[src/rtl/k12a_lcd_sequencer.sv]
// HD44780-style LCD transfer sequencer: buffers CPU-written bytes, runs the
// power-on init sequence and generates setup/enable/hold and execution waits.
module k12a_lcd_sequencer #(
  parameter int unsigned FIFO_DEPTH       = 4,
  parameter int unsigned SETUP_CYCLES     = 2,
  parameter int unsigned PULSE_CYCLES     = 4,
  parameter int unsigned HOLD_CYCLES      = 2,
  parameter int unsigned CMD_WAIT_CYCLES  = 40,
  parameter int unsigned LONG_WAIT_CYCLES = 1600,
  parameter int unsigned INIT_WAIT_CYCLES = 15000
) (
  input  logic       cpu_clock,
  input  logic       reset_n,
  input  logic       wr_valid,
  input  logic       wr_rs,
  input  logic [7:0] wr_data,
  input  logic       clear_overflow,
  output logic       fifo_full,
  output logic       busy,
  output logic       init_done,
  output logic       overflow,
  output logic       lcd_rs,
  output logic       lcd_rw,
  output logic       lcd_en,
  output logic [7:0] lcd_data
);

  localparam int unsigned PW = (FIFO_DEPTH > 1) ? $clog2(FIFO_DEPTH) : 1;
  localparam int unsigned MAX_A = (SETUP_CYCLES > PULSE_CYCLES) ? SETUP_CYCLES : PULSE_CYCLES;
  localparam int unsigned MAX_B = (HOLD_CYCLES > CMD_WAIT_CYCLES) ? HOLD_CYCLES : CMD_WAIT_CYCLES;
  localparam int unsigned MAX_C = (LONG_WAIT_CYCLES > INIT_WAIT_CYCLES) ? LONG_WAIT_CYCLES : INIT_WAIT_CYCLES;
  localparam int unsigned MAX_D = (MAX_A > MAX_B) ? MAX_A : MAX_B;
  localparam int unsigned MAX_ALL = (MAX_C > MAX_D) ? MAX_C : MAX_D;
  localparam int unsigned CW = $clog2(MAX_ALL + 1);
  localparam logic [2:0] INIT_LEN = 3'd5;

  typedef enum logic [2:0] {
    S_INIT_WAIT,
    S_IDLE,
    S_SETUP,
    S_PULSE,
    S_HOLD,
    S_EXEC_WAIT
  } state_t;

  state_t          state;
  logic [CW-1:0]   cnt;
  logic [2:0]      init_idx;

  logic [8:0]      mem [FIFO_DEPTH];
  logic [PW-1:0]   wr_ptr;
  logic [PW-1:0]   rd_ptr;
  logic [PW:0]     count;

  logic            fifo_empty;
  logic            push_ok;
  logic            pop;
  logic            src_valid;
  logic [8:0]      src;
  logic            launch;
  logic            cnt_last;
  logic            long_wait;

  function automatic logic [7:0] init_rom(input logic [2:0] idx);
    case (idx)
      3'd0:    init_rom = 8'h38;
      3'd1:    init_rom = 8'h38;
      3'd2:    init_rom = 8'h0C;
      3'd3:    init_rom = 8'h01;
      3'd4:    init_rom = 8'h06;
      default: init_rom = 8'h00;
    endcase
  endfunction

  assign fifo_empty = (count == '0);
  assign fifo_full  = (count == (PW+1)'(FIFO_DEPTH));
  assign busy       = !init_done || !fifo_empty || (state != S_IDLE);
  assign lcd_rw     = 1'b0;
  assign cnt_last   = (cnt == CW'(1));

  // Clear (01) and home (02/03) need the long execution time.
  assign long_wait  = !lcd_rs && (lcd_data[7:2] == 6'd0) && (lcd_data != 8'h00);

  always_comb begin
    src_valid = 1'b0;
    src       = '0;
    if (!init_done) begin
      src_valid = (init_idx < INIT_LEN);
      src       = {1'b0, init_rom(init_idx)};
    end else begin
      src_valid = !fifo_empty;
      src       = mem[rd_ptr];
    end
  end

  // Full is judged before any pop, so a push into a full FIFO is always dropped.
  assign launch  = (state == S_IDLE) && src_valid;
  assign pop     = launch && init_done;
  assign push_ok = wr_valid && !fifo_full;

  always_ff @(posedge cpu_clock) begin
    if (push_ok) begin
      mem[wr_ptr] <= {wr_rs, wr_data};
    end
  end

  always_ff @(posedge cpu_clock or negedge reset_n) begin
    if (!reset_n) begin
      wr_ptr   <= '0;
      rd_ptr   <= '0;
      count    <= '0;
      overflow <= 1'b0;
    end else begin
      if (push_ok) begin
        wr_ptr <= wr_ptr + PW'(1);
      end
      if (pop) begin
        rd_ptr <= rd_ptr + PW'(1);
      end
      case ({push_ok, pop})
        2'b10:   count <= count + (PW+1)'(1);
        2'b01:   count <= count - (PW+1)'(1);
        default: count <= count;
      endcase
      if (wr_valid && fifo_full) begin
        overflow <= 1'b1;
      end else if (clear_overflow) begin
        overflow <= 1'b0;
      end
    end
  end

  always_ff @(posedge cpu_clock or negedge reset_n) begin
    if (!reset_n) begin
      state     <= S_INIT_WAIT;
      cnt       <= CW'(INIT_WAIT_CYCLES);
      init_idx  <= '0;
      init_done <= 1'b0;
      lcd_rs    <= 1'b0;
      lcd_en    <= 1'b0;
      lcd_data  <= '0;
    end else begin
      case (state)
        S_INIT_WAIT: begin
          if (cnt_last) begin
            state <= S_IDLE;
          end else begin
            cnt <= cnt - CW'(1);
          end
        end
        S_IDLE: begin
          if (launch) begin
            lcd_rs   <= src[8];
            lcd_data <= src[7:0];
            if (!init_done) begin
              init_idx <= init_idx + 3'd1;
            end
            state <= S_SETUP;
            cnt   <= CW'(SETUP_CYCLES);
          end
        end
        S_SETUP: begin
          if (cnt_last) begin
            state  <= S_PULSE;
            lcd_en <= 1'b1;
            cnt    <= CW'(PULSE_CYCLES);
          end else begin
            cnt <= cnt - CW'(1);
          end
        end
        S_PULSE: begin
          if (cnt_last) begin
            state  <= S_HOLD;
            lcd_en <= 1'b0;
            cnt    <= CW'(HOLD_CYCLES);
          end else begin
            cnt <= cnt - CW'(1);
          end
        end
        S_HOLD: begin
          if (cnt_last) begin
            state <= S_EXEC_WAIT;
            cnt   <= long_wait ? CW'(LONG_WAIT_CYCLES) : CW'(CMD_WAIT_CYCLES);
          end else begin
            cnt <= cnt - CW'(1);
          end
        end
        S_EXEC_WAIT: begin
          if (cnt_last) begin
            state <= S_IDLE;
            if (!init_done && (init_idx == INIT_LEN)) begin
              init_done <= 1'b1;
            end
          end else begin
            cnt <= cnt - CW'(1);
          end
        end
        default: begin
          state  <= S_INIT_WAIT;
          cnt    <= CW'(INIT_WAIT_CYCLES);
          lcd_en <= 1'b0;
        end
      endcase
    end
  end

endmodule

[config.mk]
export PLATFORM = sky130hd
export DESIGN_NAME = k12a_lcd_sequencer
export DESIGN_NICKNAME = d
export VERILOG_FILES = /design/src/rtl/k12a_lcd_sequencer.sv
export SDC_FILE = /design/constraint.sdc
export NUM_CORES = 1
export LEC_CHECK = 0
export ABC_AREA = 1
export CORE_MARGIN = 4
export CORE_UTILIZATION = 55
export DETAILED_ROUTE_END_ITERATION = 10
export GPL_TIMING_DRIVEN = 0
export PLACE_DENSITY = 0.85
export SLEW_MARGIN = 20
export SYNTH_ARGS = -nofsm -noshare
export SYNTH_HDL_FRONTEND = slang
export SYNTH_SLANG_ARGS = --single-unit
[constraint.sdc]
create_clock -name cpu_clock -period 3 [get_ports cpu_clock]
set_input_delay 0.6 -clock cpu_clock [delete_from_list [all_inputs] [get_ports cpu_clock]]
set_output_delay 0.6 -clock cpu_clock [all_outputs]
set_load 0.01 [all_outputs]
==> key figures <==
Outcome
  – Status: completed

Global routing
  – Global routing's busiest layer: met2
  – Antenna violations before repair: 0
  – GR Util met1: 23.5%
  – Total grt overflow: 0
  – Routing usage on met3: 5.80%
  – M2 GR Usage: 37.6%
  – Largest net degree at the start of global routing: 28
  – GRT Overall Usage: 21.0%
  – First-pass GRT wire length: 13900 um
  – Vias in the first global route: 3017

Power
  – Worst VDD drop: 0.619 mV
  – Sequential share of power: 54.5%
  – Net Sw Power: 0.409 mW
  – Gate power share: 1.9%
  – Overall Power: 1.98 mW
  – Clock power frac: 43.6%
  – Cell Int Power: 1.57 mW
  – Sw frac: 20.7%
  – P per Cell Area: 444 nW/um2
  – Leakage: 1.90 nW

Yosys
  – Synth unique cells: 36
  – FF+latch count, synth: 75
  – Synth Instances: 421
  – Yosys warns: 0
  – Avg Inst Size Synth: 9.12 um2
  – Syn_nets: 447
  – Sequential-to-total area share from yosys stat: 53.8%
  – Number of synthesized flops with an enable pin: 36
  – Ys async rst share: 52.0%
  – Synth Flop Type: edfxtp_1
  – Netlist Area Pre-Place: 3840 um2

Clock tree
  – Worst skew pair latency: 0.35 ns
  – CTS tree: done
  – Maximum buffer depth of the clock tree: 2
  – Postcts setup bufs: 0
  – Post_cts resized: 0
  – CTS Hold Buffers Added: 0
  – Root buffer cell: clkbuf_8
  – CTS sink count: 75
  – CTS buffer count: 9
  – Clock transition at the registers of the reported paths: 0.08 ns
  – Htree depth: 3

Placement
  – Post-place setup slack: 0.552 ns
  – I/O Buffers: 26
  – Gpl congestion: 0.919
  – DP Wirelength: 5900 um
  – Cells after DPL: 544
  – Placement Cell Area: 4230 um2

Critical path
  – Crit. End Element: register
  – Worst reg-to-reg path cell count: 11
  – Crit-path max FO: 7
  – Startpoint Class: register
  – Worst EP arrival: 2.69 ns
  – Crit Path Class: reg2reg
  – Crit Reg-Reg Startpoint: state[1]$_DFFE_PN0P_
  – RR Endpoint: count[2]$_DFFE_PN0P_
  – Flop2flop setup slack: 0.54 ns
  – Worst EP required: 3.23 ns

Finish
  – Nets@finish: 485
  – Layout cells sized above 1: 12.1%
  – Fillers: 533
  – ANT cells: 0
  – Register area: 2070 um2
  – Post-route cell area: 4460 um2
  – Synthesis-to-layout area growth: 16.1%
  – Final Core Density: 65.6%
  – Final cell count without fillers: 560
  – Area of the multi-input gates: 1550 um2

STA
  – RSZ-0062 raised after global routing: false
  – Min Tclk post-route: 2.46 ns
  – Hold WS: 0.134 ns
  – Final period utilization: 81.9%
  – Final setup vio count: 0
  – Setup TNS: 0 ns
  – Least-Margin Pin Slew: 0.854 ns
  – Slew Viols, Final: 0
  – Hold violation count in the final report: 0
  – Clock Skew: 0.0117 ns
  – Worst slew margin: 42.9%
  – Final Worst Setup Slack: 0.543 ns
  – FMAX: 0.407 GHz

Route
  – Vias per Instance: 5.24
  – Drt total wl: 7950 um
  – Detail Route Antenna Nets: 0
  – Wirelength per Cell: 14.2 um
  – Residual DRC: 0
  – DR iter-0 viols: 128
  – Drt first pass iters: 4
  – Vias: 2935

Flow run
  – Max-cap violations: 0

Floorplan
  – Die W: 91.5 um
  – Row count: 30
  – Core area: 6790 um2
  – Die area: 8380 um2
  – # IOs: 28
  – Initial Util: 56.5%
  – Die Y: 91.5 um

Hold path
  – Hold Crit Class: in2async
-- power groups by stage --
stage,Sequential (mW),Clock (mW),Combinational [mW]
after global routing,1.08,0.929,0.0425
after CTS,1.08,0.882,0.0390
after detailed placement,1.10,0,0.0389
final,1.08,0.863,0.0379
after floorplan,1.10,0,0.00242
after global placement,1.10,0,0.0345
-- critical path: stages (launching register included) --
cell,delay [ns]
dfrtp_1,0.46
nor3_4,0.25
inv_2,0.09
nor2_4,0.17
nand2_2,0.15
inv_2,0.17
ha_1,0.16
inv_1,0.07
fa_1,0.39
a21oi_1,0.15
o21ai_0,0.13
xor2_1,0.16
-- cells by family (layout without fill, tap and decap cells) --
group	count (synthesis)	in the layout	synth area share (%)
flops	75	75	53.8
simple gates	200	200	23.4
fa+ha+maj	13	13	4.43
buf+inv	56	99	5.77
other cells	1	1	0.0977
xor+xnor	14	14	3.19
compound gates	62	62	9.29
-- synth_stat cells, types with 2 or more instances --
| cell type | count | area (um2) |
|---|---|---|
| nand2_1 | 87 | 327 |
| nor2_1 | 65 | 244 |
| inv_1 | 42 | 158 |
| edfxtp_1 | 36 | 1080 |
| dfrtp_1 | 32 | 801 |
| o21ai_0 | 30 | 150 |
| nand3_1 | 22 | 110 |
| a21oi_1 | 14 | 70.1 |
| ha_1 | 12 | 150 |
| xor2_1 | 11 | 96.3 |
| dfstp_2 | 7 | 184 |
| inv_2 | 7 | 26.3 |
| nand2_2 | 6 | 37.5 |
| o22ai_1 | 6 | 37.5 |
| nand4_1 | 4 | 25.0 |
| nor2_2 | 4 | 25.0 |
| a22o_1 | 3 | 26.3 |
| clkbuf_1 | 3 | 11.3 |
| nand3_2 | 3 | 30.0 |
| nor2_4 | 3 | 33.8 |
| o22a_1 | 3 | 26.3 |
| xnor2_1 | 3 | 26.3 |
| buf_2 | 2 | 10.0 |
| nand2_4 | 2 | 22.5 |
| nor3_1 | 2 | 10.0 |
| o211ai_1 | 2 | 15.0 |
-- placed cells by master (no fill, tap or decap), drive strengths merged, types with 6 or more instances in the layout --
cell type | Yosys | routed
nand2 | 95 | 95
nor2 | 72 | 72
inv | 50 | 53
edfxtp | 36 | 36
dfrtp | 32 | 32
o21ai | 31 | 31
nand3 | 26 | 26
clkdlybuf4s50 | 0 | 25
a21oi | 14 | 14
ha | 12 | 12
clkbuf | 3 | 12
xor2 | 11 | 11
dfstp | 7 | 7
o22ai | 6 | 6
-- final cells by class --
cell class                      count  share of cell area [%]
Clock inverter                      7                    2.19
Tap cell                           96                    2.70
Sequential cell                    75                    46.4
Multi-Input combinational cell    290                    34.8
Inverter                           50                    4.32
Timing Repair Buffer               27                    6.18
Clock buffer                        9                    2.78
Buffer                              6                   0.646
-- routing by layer --
metal | share of wire [%] | wire length, um
met1 | 40 | 3200
met2 | 54 | 4330
met3 | 4.2 | 333
met4 | 1.0 | 83
met5 | 0 | 0
-- registers in the layout, summed over array words and instances (netlist names) --
signal / count
lcd_en: 1
lcd_data: 8
mem: 36
wr_ptr: 2
overflow: 1
lcd_rs: 1
cnt: 14
init_idx: 3
rd_ptr: 2
state: 3
init_done: 1
count: 3
-- worst max-delay path by stage --
stage,to,slack (ns),cells past startpoint,startpoint
final,count[2]$_DFFE_PN0P_,0.54,11,state[1]$_DFFE_PN0P_
after global routing,count[2]$_DFFE_PN0P_,0.36,12,state[0]$_DFFE_PN0P_
after CTS,count[2]$_DFFE_PN0P_,0.54,11,state[1]$_DFFE_PN0P_
after detailed placement,count[2]$_DFFE_PN0P_,0.55,8,wr_valid
after global placement,lcd_data[4]$_DFFE_PN0P_,0.42,1,reset_n
after floorplan,count[2]$_DFFE_PN0P_,0.85,11,state[2]$_DFFE_PN0P_
No activity file was read; power rests on OpenSTA's default activity.
